<file path="src/rtl/bus_arbiter_n.sv">
// N-master, single-slave bus arbiter: registered one-hot grant, fixed or round-robin
// priority, hold until slave ack or master abort, and a timeout watchdog error ack.
module bus_arbiter_n #(
  parameter int NUM_MASTERS = 3,
  parameter int ADDR_W      = 16,
  parameter int DAT_W       = 8,
  parameter int ROUND_ROBIN = 0,
  parameter int TIMEOUT     = 255
) (
  input  logic                          i_clk,
  input  logic                          i_reset,
  input  logic [NUM_MASTERS-1:0]        i_m_cs,
  input  logic [NUM_MASTERS-1:0]        i_m_we,
  input  logic [NUM_MASTERS*ADDR_W-1:0] i_m_addr,
  input  logic [NUM_MASTERS*DAT_W-1:0]  i_m_dat,
  output logic [NUM_MASTERS-1:0]        o_m_grant,
  output logic [NUM_MASTERS-1:0]        o_m_ack,
  output logic [NUM_MASTERS-1:0]        o_m_err,
  output logic [DAT_W-1:0]              o_m_dat,
  output logic [ADDR_W-1:0]             o_s_addr,
  output logic [DAT_W-1:0]              o_s_dat,
  output logic                          o_s_we,
  output logic                          o_s_cs,
  input  logic                          i_s_ack,
  input  logic [DAT_W-1:0]              i_s_dat
);

  localparam int IDX_W = (NUM_MASTERS > 1) ? $clog2(NUM_MASTERS) : 1;
  localparam int CNT_W = (TIMEOUT > 0) ? $clog2(TIMEOUT + 1) : 1;
  localparam logic [IDX_W-1:0] LAST_RST = IDX_W'(NUM_MASTERS - 1);
  localparam logic [CNT_W-1:0] CNT_MAX  = CNT_W'(TIMEOUT);

  typedef enum logic {
    ST_IDLE = 1'b0,
    ST_BUSY = 1'b1
  } state_t;

  state_t                 state_reg, state_next;
  logic [NUM_MASTERS-1:0] grant_reg, grant_next;
  logic [IDX_W-1:0]       gidx_reg, gidx_next;
  logic [IDX_W-1:0]       last_reg, last_next;
  logic [CNT_W-1:0]       cnt_reg, cnt_next;

  logic [ADDR_W-1:0] m_addr [NUM_MASTERS];
  logic [DAT_W-1:0]  m_dat  [NUM_MASTERS];

  logic [IDX_W-1:0] fixed_idx;
  logic [IDX_W-1:0] rr_idx;
  logic [IDX_W-1:0] win_idx;
  logic             any_req;
  logic             busy;
  logic             cur_cs;
  logic             cs_raw;
  logic             ack_raw;
  logic             timeout_hit;
  logic             end_strobe;
  logic             err_strobe;

  genvar gi;

  generate
    for (gi = 0; gi < NUM_MASTERS; gi++) begin : g_unpack
      assign m_addr[gi] = i_m_addr[gi*ADDR_W +: ADDR_W];
      assign m_dat[gi]  = i_m_dat[gi*DAT_W +: DAT_W];
    end
  endgenerate

  // Fixed priority: scan from the top down so the lowest requesting index is kept.
  always_comb begin
    fixed_idx = '0;
    for (int k = NUM_MASTERS - 1; k >= 0; k--) begin
      if (i_m_cs[k[IDX_W-1:0]]) begin
        fixed_idx = k[IDX_W-1:0];
      end
    end
  end

  // Round-robin: offsets are scanned from farthest to nearest so the first set
  // index after last_reg wins; last_reg itself is the lowest-priority candidate.
  always_comb begin
    int cand;
    rr_idx = '0;
    cand   = 0;
    for (int off = NUM_MASTERS; off >= 1; off--) begin
      cand = int'(last_reg) + off;
      if (cand >= NUM_MASTERS) begin
        cand = cand - NUM_MASTERS;
      end
      if (i_m_cs[cand[IDX_W-1:0]]) begin
        rr_idx = cand[IDX_W-1:0];
      end
    end
  end

  assign any_req = |i_m_cs;
  assign win_idx = (ROUND_ROBIN != 0) ? rr_idx : fixed_idx;

  assign busy    = (state_reg == ST_BUSY);
  assign cur_cs  = i_m_cs[gidx_reg];
  assign cs_raw  = busy & cur_cs;
  assign ack_raw = cs_raw & i_s_ack;

  // A real slave ack in the watchdog cycle takes precedence over the error.
  generate
    if (TIMEOUT > 0) begin : g_wdog
      assign timeout_hit = cs_raw & ~i_s_ack & (cnt_reg == CNT_MAX);
    end else begin : g_no_wdog
      assign timeout_hit = 1'b0;
    end
  endgenerate

  // A transfer killed by reset must not report completion.
  assign end_strobe = (ack_raw | timeout_hit) & ~i_reset;
  assign err_strobe = timeout_hit & ~i_reset;

  generate
    for (gi = 0; gi < NUM_MASTERS; gi++) begin : g_strobe
      assign o_m_ack[gi] = grant_reg[gi] & end_strobe;
      assign o_m_err[gi] = grant_reg[gi] & err_strobe;
    end
  endgenerate

  assign o_m_grant = grant_reg;
  assign o_m_dat   = i_s_dat;
  assign o_s_cs    = cs_raw & ~timeout_hit;
  assign o_s_addr  = busy ? m_addr[gidx_reg] : '0;
  assign o_s_dat   = busy ? m_dat[gidx_reg] : '0;
  assign o_s_we    = busy & i_m_we[gidx_reg];

  always_comb begin
    state_next = state_reg;
    grant_next = grant_reg;
    gidx_next  = gidx_reg;
    last_next  = last_reg;
    cnt_next   = cnt_reg;
    case (state_reg)
      ST_IDLE: begin
        if (any_req) begin
          state_next          = ST_BUSY;
          grant_next          = '0;
          grant_next[win_idx] = 1'b1;
          gidx_next           = win_idx;
          cnt_next            = '0;
        end
      end
      ST_BUSY: begin
        // Ack, abort and timeout all release the bus through one IDLE turnaround.
        if (ack_raw || timeout_hit || !cur_cs) begin
          state_next = ST_IDLE;
          grant_next = '0;
          last_next  = gidx_reg;
          cnt_next   = '0;
        end else if (cnt_reg != CNT_MAX) begin
          cnt_next = cnt_reg + 1'b1;
        end
      end
      default: begin
        state_next = ST_IDLE;
        grant_next = '0;
      end
    endcase
  end

  always_ff @(posedge i_clk) begin
    if (i_reset) begin
      state_reg <= ST_IDLE;
      grant_reg <= '0;
      gidx_reg  <= '0;
      last_reg  <= LAST_RST;
      cnt_reg   <= '0;
    end else begin
      state_reg <= state_next;
      grant_reg <= grant_next;
      gidx_reg  <= gidx_next;
      last_reg  <= last_next;
      cnt_reg   <= cnt_next;
    end
  end

endmodule

</file>
<file path="config.mk">
export PLATFORM = sky130hd
export DESIGN_NAME = bus_arbiter_n
export DESIGN_NICKNAME = d
export VERILOG_FILES = /design/src/rtl/bus_arbiter_n.sv
export SDC_FILE = /design/constraint.sdc
export NUM_CORES = 1
export LEC_CHECK = 0
export BUFFER_PORTS_ARGS = -buffer_cell sky130_fd_sc_hd__buf_2
export CORE_MARGIN = 8
export CORE_UTILIZATION = 35
export CTS_CLUSTER_DIAMETER = 150
export CTS_CLUSTER_SIZE = 24
export DETAILED_ROUTE_END_ITERATION = 16
export HOLD_SLACK_MARGIN = 0.05
export PLACE_DENSITY_LB_ADDON = 0.1
export SETUP_SLACK_MARGIN = 0.5
export SLEW_MARGIN = 10
export SYNTH_ARGS = -nofsm -noshare
export SYNTH_HDL_FRONTEND = slang
export SYNTH_SLANG_ARGS = --single-unit
export TNS_END_PERCENT = 50
</file>
<file path="constraint.sdc">
create_clock -name i_clk -period 2.2 [get_ports i_clk]
set_input_delay 0.33 -clock i_clk [delete_from_list [all_inputs] [get_ports i_clk]]
set_output_delay 0.33 -clock i_clk [all_outputs]
set_load 0.05 [all_outputs]
</file>
# Yosys cells after proc, flatten, opt, wreduce, memory -nomap -nowiden
# Cells that the tools add are included.
[word_totals]
register_bits = 14
input_bits = 89
word_cells = 69
[op_classes]
n_addsub = 1
order_cmp = 4
eq_ne = 5
mux = 27
bitwise_logic = 20
reduce_logical = 8
[ops]
columns = ["op", "count"]
rows = [
  ["16-bit two-way mux", 3],
  ["8-bit two-way mux", 6],
  ["16-bit binary-select mux with 2-bit select", 1],
  ["8-bit binary-select mux with 2-bit select", 1],
  ["8-bit one-hot mux with 2 select lines", 1],
  ["1-bit bitwise AND", 14],
  ["8-bit by 1-bit adder with 8-bit output, second input constant", 1],
  ["8-bit equality test, second input constant", 1],
  ["8-bit inequality test, second input constant", 1],
  ["2-bit by 3-bit < comparator with 1-bit output, second input constant", 2],
  ["2-bit two-way mux", 3],
  ["3-bit two-way mux", 2],
  ["3-bit one-hot mux with 2 select lines", 1],
  ["2-bit AND reduction", 3],
  ["1-bit two-way mux", 5],
  ["1-bit binary-select mux with 2-bit select", 2],
  ["1-bit inverter", 4],
  ["3-bit >= comparator, second input constant", 1],
  ["3-bit by 1-bit inequality test with 1-bit output, second input constant", 1],
  ["2-bit inverter with 3-bit output", 1],
  ["3-bit OR reduction", 1],
  ["1-bit demux with 2-bit select", 1],
  ["2-bit by 1-bit >= comparator with 1-bit output, second input constant", 1],
  ["1-bit logical OR", 2],
  ["6 further kinds", 6],
]

# Logic depth before layout (Yosys ltp)
[depth]
depth_word = 9
mapped_depth = 6
mapped_depth_nobuf = 5

# Worst setup path after synthesis
# Ideal clock, no wire load.
[synth_timing]
path_type = "reg-to-output"
startpoint = "register gidx_reg[1]"
endpoint = "output port o_s_addr[10]"
arrival_time_ns = 1.850
t_required_ns = 1.870
slack_ns = 0.020
stages_incl_launch_ff = 7
cell_sequence = "dfxtp_1 > buf_2 > inv_1 > nor2_1 > clkbuf_1 > a21oi_1 > nor2_1"
[synth_between]
elab_chain_cells = 5
[synth_lines]
columns = ["element", "line", "source"]
rows = [
  ["start, declared", "40", "logic [IDX_W-1:0] gidx_reg, gidx_next;"],
  ["start signal, assigned", "174", "gidx_reg <= gidx_next;"],
  ["2-bit inverter with 3-bit output (not written as such)", "126", "assign o_s_addr = busy ? m_addr[gidx_reg] : '0;"],
  ["16-bit binary-select mux with 2-bit select", "126", ""],
  ["16-bit two-way mux (not written as such) (2 in a row)", "126", ""],
  ["16-bit two-way mux", "126", ""],
  ["end, declared", "20", "output logic [ADDR_W-1:0] o_s_addr,"],
]
# No other way between the ends. The select of a mux whose other input is x is not followed.

# Worst setup path after layout
[layout_timing]
startpoint = "register gidx_reg[1]"
endpoint = "output port o_m_ack[2]"
[layout_between]
elab_chain_cells = 8
[layout_lines]
columns = ["element", "line", "source"]
rows = [
  ["1-bit binary-select mux with 2-bit select (*)", "99", "assign cur_cs = i_m_cs[gidx_reg];"],
  ["1-bit two-way mux (not written as such) (*)", "99", ""],
  ["1-bit bitwise AND (*)", "100", "assign cs_raw = busy & cur_cs;"],
  ["1-bit bitwise AND (2 in a row)", "106", "assign timeout_hit = cs_raw & ~i_s_ack & (cnt_reg == CNT_MAX);"],
  ["1-bit bitwise OR (*)", "113", "assign end_strobe = (ack_raw | timeout_hit) & ~i_reset;"],
  ["1-bit bitwise AND (*)", "113", ""],
  ["1-bit bitwise AND (*)", "118", "assign o_m_ack[gi] = grant_reg[gi] & end_strobe;"],
  ["end, declared", "17", "output logic [NUM_MASTERS-1:0] o_m_ack,"],
]
# Mark *: on every way between the ends. The rest lies on a longest branch, timed or not. The select of a mux whose other input is x is not followed.

==> summary.md <==
| Metric | Value |
|---|---|
| Most used DFF post-synth | `sky130_fd_sc_hd__dfxtp_1` |
| Final cell count without fillers | `394` |
| Endpoint class of the critical path | `output port` |
| Number of search-and-repair iterations in the first detailed-routing pass | `4` |
| Sw Pwr | `502 uW` |
| Synthesized-area fraction occupied by ao, oa, aoi and oai cells | `about 21%` |
| Placement Rows | `23` |
| Clock latency reported for the late side of the worst-skew pair | `240 ps` |
| Peak supply drop | `0.000202 V` |
| Shortest clock period the worst path allows after layout | `1980 ps` |
| Count of yosys warnings during synthesis | `0` |
| Count of unique library cells instantiated by Yosys | `39` |
| Mapped cell area | `approximately 1500 sq um` |
| Internal | `between 700 and 800 uW` |
| Maximum number of buffers from clock root to sink | `2` |
| IO Count | `132` |
| Leading cell type by number of instances after synthesis | `sky130_fd_sc_hd__nor2_1` |
| Syn Nets | `311` |
| Most instantiated cells after synthesis | `sky130_fd_sc_hd__nor2_1, sky130_fd_sc_hd__a21oi_1, sky130_fd_sc_hd__mux2i_1, sky130_fd_sc_hd__dfxtp_1, sky130_fd_sc_hd__clkbuf_1` |
| Share of the cycle needed by the critical path after routing | `89.8%` |
| LEAKAGE | `1.28 nW` |
| Origin of the worst setup path | `gidx_reg[1]` |
| Diodes inserted | `0` |
| Max-cap violations | `0` |
| Cell type contributing the most total cell area after synthesis | `sky130_fd_sc_hd__dfxtp_1` |
| Die Area | `6610 sq um` |
| Horizontal die dimension | `81.3 microns` |
| Total routed wirelength | `6.79 mm` |
| Tightest slew margin relative to the limit | `75.7%` |
| End of the worst register-to-register path | `cnt_reg[1]` |
| Worst path required time | `between 1500 and 2000 ps` |
| Final Hold Fails | `0` |
| Sequential Power Share | `about 22%` |
| Startpoint type of the worst setup path | `register` |
| Initial Util | `36.8%` |
| Max FFs per register | `8` |
| TritonCTS Buffers | `3` |
| Cell at the root of the clock tree | `sky130_fd_sc_hd__clkbuf_8` |
| Count of H-tree levels built during CTS | `1` |
| Setup TNS Final | `0 ps` |
| Number of antenna violations at the first check in global routing | `0` |
| Cell area after layout | `3010 sq um` |
| Reg clk slew, reported paths | `60 ps` |
| Fraction of power consumed by the clock network | `a little over a fifth` |
| Arrival time of data at the critical path endpoint | `~1700 ps` |
| DP HPWL | `4.64 mm` |
| Synth top area cells | `sky130_fd_sc_hd__dfxtp_1, sky130_fd_sc_hd__mux2i_1, sky130_fd_sc_hd__nor2_1` |
| Global-route wire length before repair | `10.3 mm` |
| R2r startpoint | `cnt_reg[0]` |
| Chip Height | `around 81 microns` |
| Post-Synthesis Cells | `221` |
| Worst Setup EP | `o_m_ack[2]` |
| Number of global-route vias before repair | `about 2100` |
| Layout cell share with drive strength beyond 1 | `64.8%` |
| Worst slack at placement | `61.1 ps` |
| Total vias in the final route | `2024` |
| Layout fillers | `290` |
| Post-synthesis xor/xnor area fraction | `0.587%` |
| Main combinational cell family by area after synthesis | `simple AND/OR/NAND/NOR gates` |
| Number of routed nets with antenna violations | `0` |
| Core ar. | `4060 sq um` |
| Hold Slack | `411 ps` |
| Post-synthesis area per instance | `6.75 sq um` |
| Combinational Power Share | `57.0%` |
| Final worst setup slack | `224 ps` |
| GRT Resource Usage Total | `19.5%` |
| Critical path class | `reg2out` |
| Per-cell via count in the routed design | `5.14` |
| Peak fanout along the critical path | `3` |
| Setup slack on the worst flop-to-flop path | `520 ps` |
| Fraction of the yosys area taken by sequential cells | `18.8%` |
| Largest net degree at the start of global routing | `15` |
| Cell count after placement | `between 300 and 400` |
| TritonCTS sink count | `14` |
| Highest clock frequency the design can meet | `0.506 GHz` |
| Maximum clock skew at final layout | `about 1.5 ps` |
| Outcome | `complete, no violations` |
| Synth Area in Simple Gates | `about 28%` |
| Signed area change from the synthesized netlist to the final layout | `102%` |
| Nets | `435` |
| Mux contribution to synthesized area | `18.2%` |
| Clock tree from TritonCTS | `built` |
| Total DRC errors in the routed layout | `0` |
| Final RePlAce weighted congestion | `0.723` |
| Placed instance area | `2220 sq um` |
| Reg2Reg Depth | `6` |
| Number of buffers inserted by hold repair at cts | `0` |
| Detailed router's first-iteration violation count | `47` |
| Global-route congestion overflow total | `0` |
| Async S/R FF share, synth | `0%` |
| Net Sw Frac | `41.3%` |
| Worst Hold Class | `in2reg` |
| Wire length per cell | `17.2 microns` |
| Final count of negative-setup-slack endpoints | `0` |
| Number of flops mapped to enable cells by yosys | `0` |
| Final number of max-transition violations | `0` |
| Fraction of post-synthesis cell area in the top cell type by area | `18.8%` |
| Number of synthesized register bits | `14` |
| Setup repair after global routing missed its margin | `yes` |
| Pwr per Cell Area | `404 nW/um^2` |
| Worst slew pin tran | `approximately 370 ps` |
| Number of buffers added on ports | `115` |
| Fraction of the mapped netlist area in adder cells | `less than 1%` |
## worst min-delay path by stage
stage / from / to / slack [ps] / cells past startpoint
finish: i_reset / o_m_grant[1] / 410 / 2
CTS: i_reset / o_m_grant[1] / 400 / 2
global placement: cnt_reg[1] / cnt_reg[1] / 470 / 2
detailed placement: cnt_reg[1] / cnt_reg[1] / 480 / 2
floorplan: cnt_reg[7] / cnt_reg[7] / 450 / 2
global route: i_reset / o_m_grant[1] / 430 / 2
## metal layers
layer	track usage, %	routed length (microns)
met5	0	0
met4	4.46	87
met3	8.72	738
met2	37.1	3500
met1	18.7	2470
## timing repair
action                     4_1_cts  5_1_grt
gates resized for setup        110       43
setup endpoints to repair       39       32
pin swaps                       11       12
cloned                           4        0
buffers inserted                10        8
## per-stage QoR
step                      util (%)  power, mW
final                         74.2       1.22
after global routing          74.2       1.27
after CTS                     69.6       1.18
after detailed placement      54.7      0.790
after global placement        54.7      0.788
after floorplan                  -      0.683
## area by class of cell
cell class	instances	area (sq um)	share of cell area (%)
Inverter	8	32.5	1.08
Clock buffer	4	55.1	1.83
Timing Repair Buffer	144	1170	38.8
Tap cell	50	62.6	2.08
Multi-Input combinational cell	174	1400	46.4
Sequential cell	14	297	9.85
## placed cells by master (no fill, tap or decap), drive strengths merged, types with 2 or more instances in the layout
master	instances
dfxtp	14
nand2	4
a31oi	4
and3	7
buf	143
nand3	4
nand4	2
mux2i	26
a22o	2
inv	7
a211oi	2
o21ai	8
and2	4
a21oi	33
clkbuf	4
nor3	3
nor3b	2
or3	3
nor2	58
## logic make-up (layout without fill, tap and decap cells)
kind of cell,count (synthesis),after routing
adders and majority gates,1,1
xor gates and xnor gates,1,1
DFF,14,14
muxes,27,27
buffers and inverters,34,156
and+or+nand+nor,89,90
AOI/OAI and AO/OA,55,55
## critical path, cell delays in order, from the launching register on
cell                      delay [ps]
sky130_fd_sc_hd__dfxtp_4         350
sky130_fd_sc_hd__buf_12          120
sky130_fd_sc_hd__and4b_2         260
sky130_fd_sc_hd__a22o_1          220
sky130_fd_sc_hd__o21a_1          140
sky130_fd_sc_hd__and2_4          170
sky130_fd_sc_hd__buf_8           140
## power by group through the flow
stage / sequential (mW) / clock (mW) / combinational, mW
3_3_place_gp: 0.273 / 0 / 0.515
4_1_cts: 0.267 / 0.263 / 0.648
6_report: 0.267 / 0.255 / 0.693
5_1_grt: 0.268 / 0.275 / 0.730
2_1_floorplan: 0.276 / 0 / 0.407
3_5_place_dp: 0.273 / 0 / 0.518
Note: power is estimated with default switching activity, not from simulation.
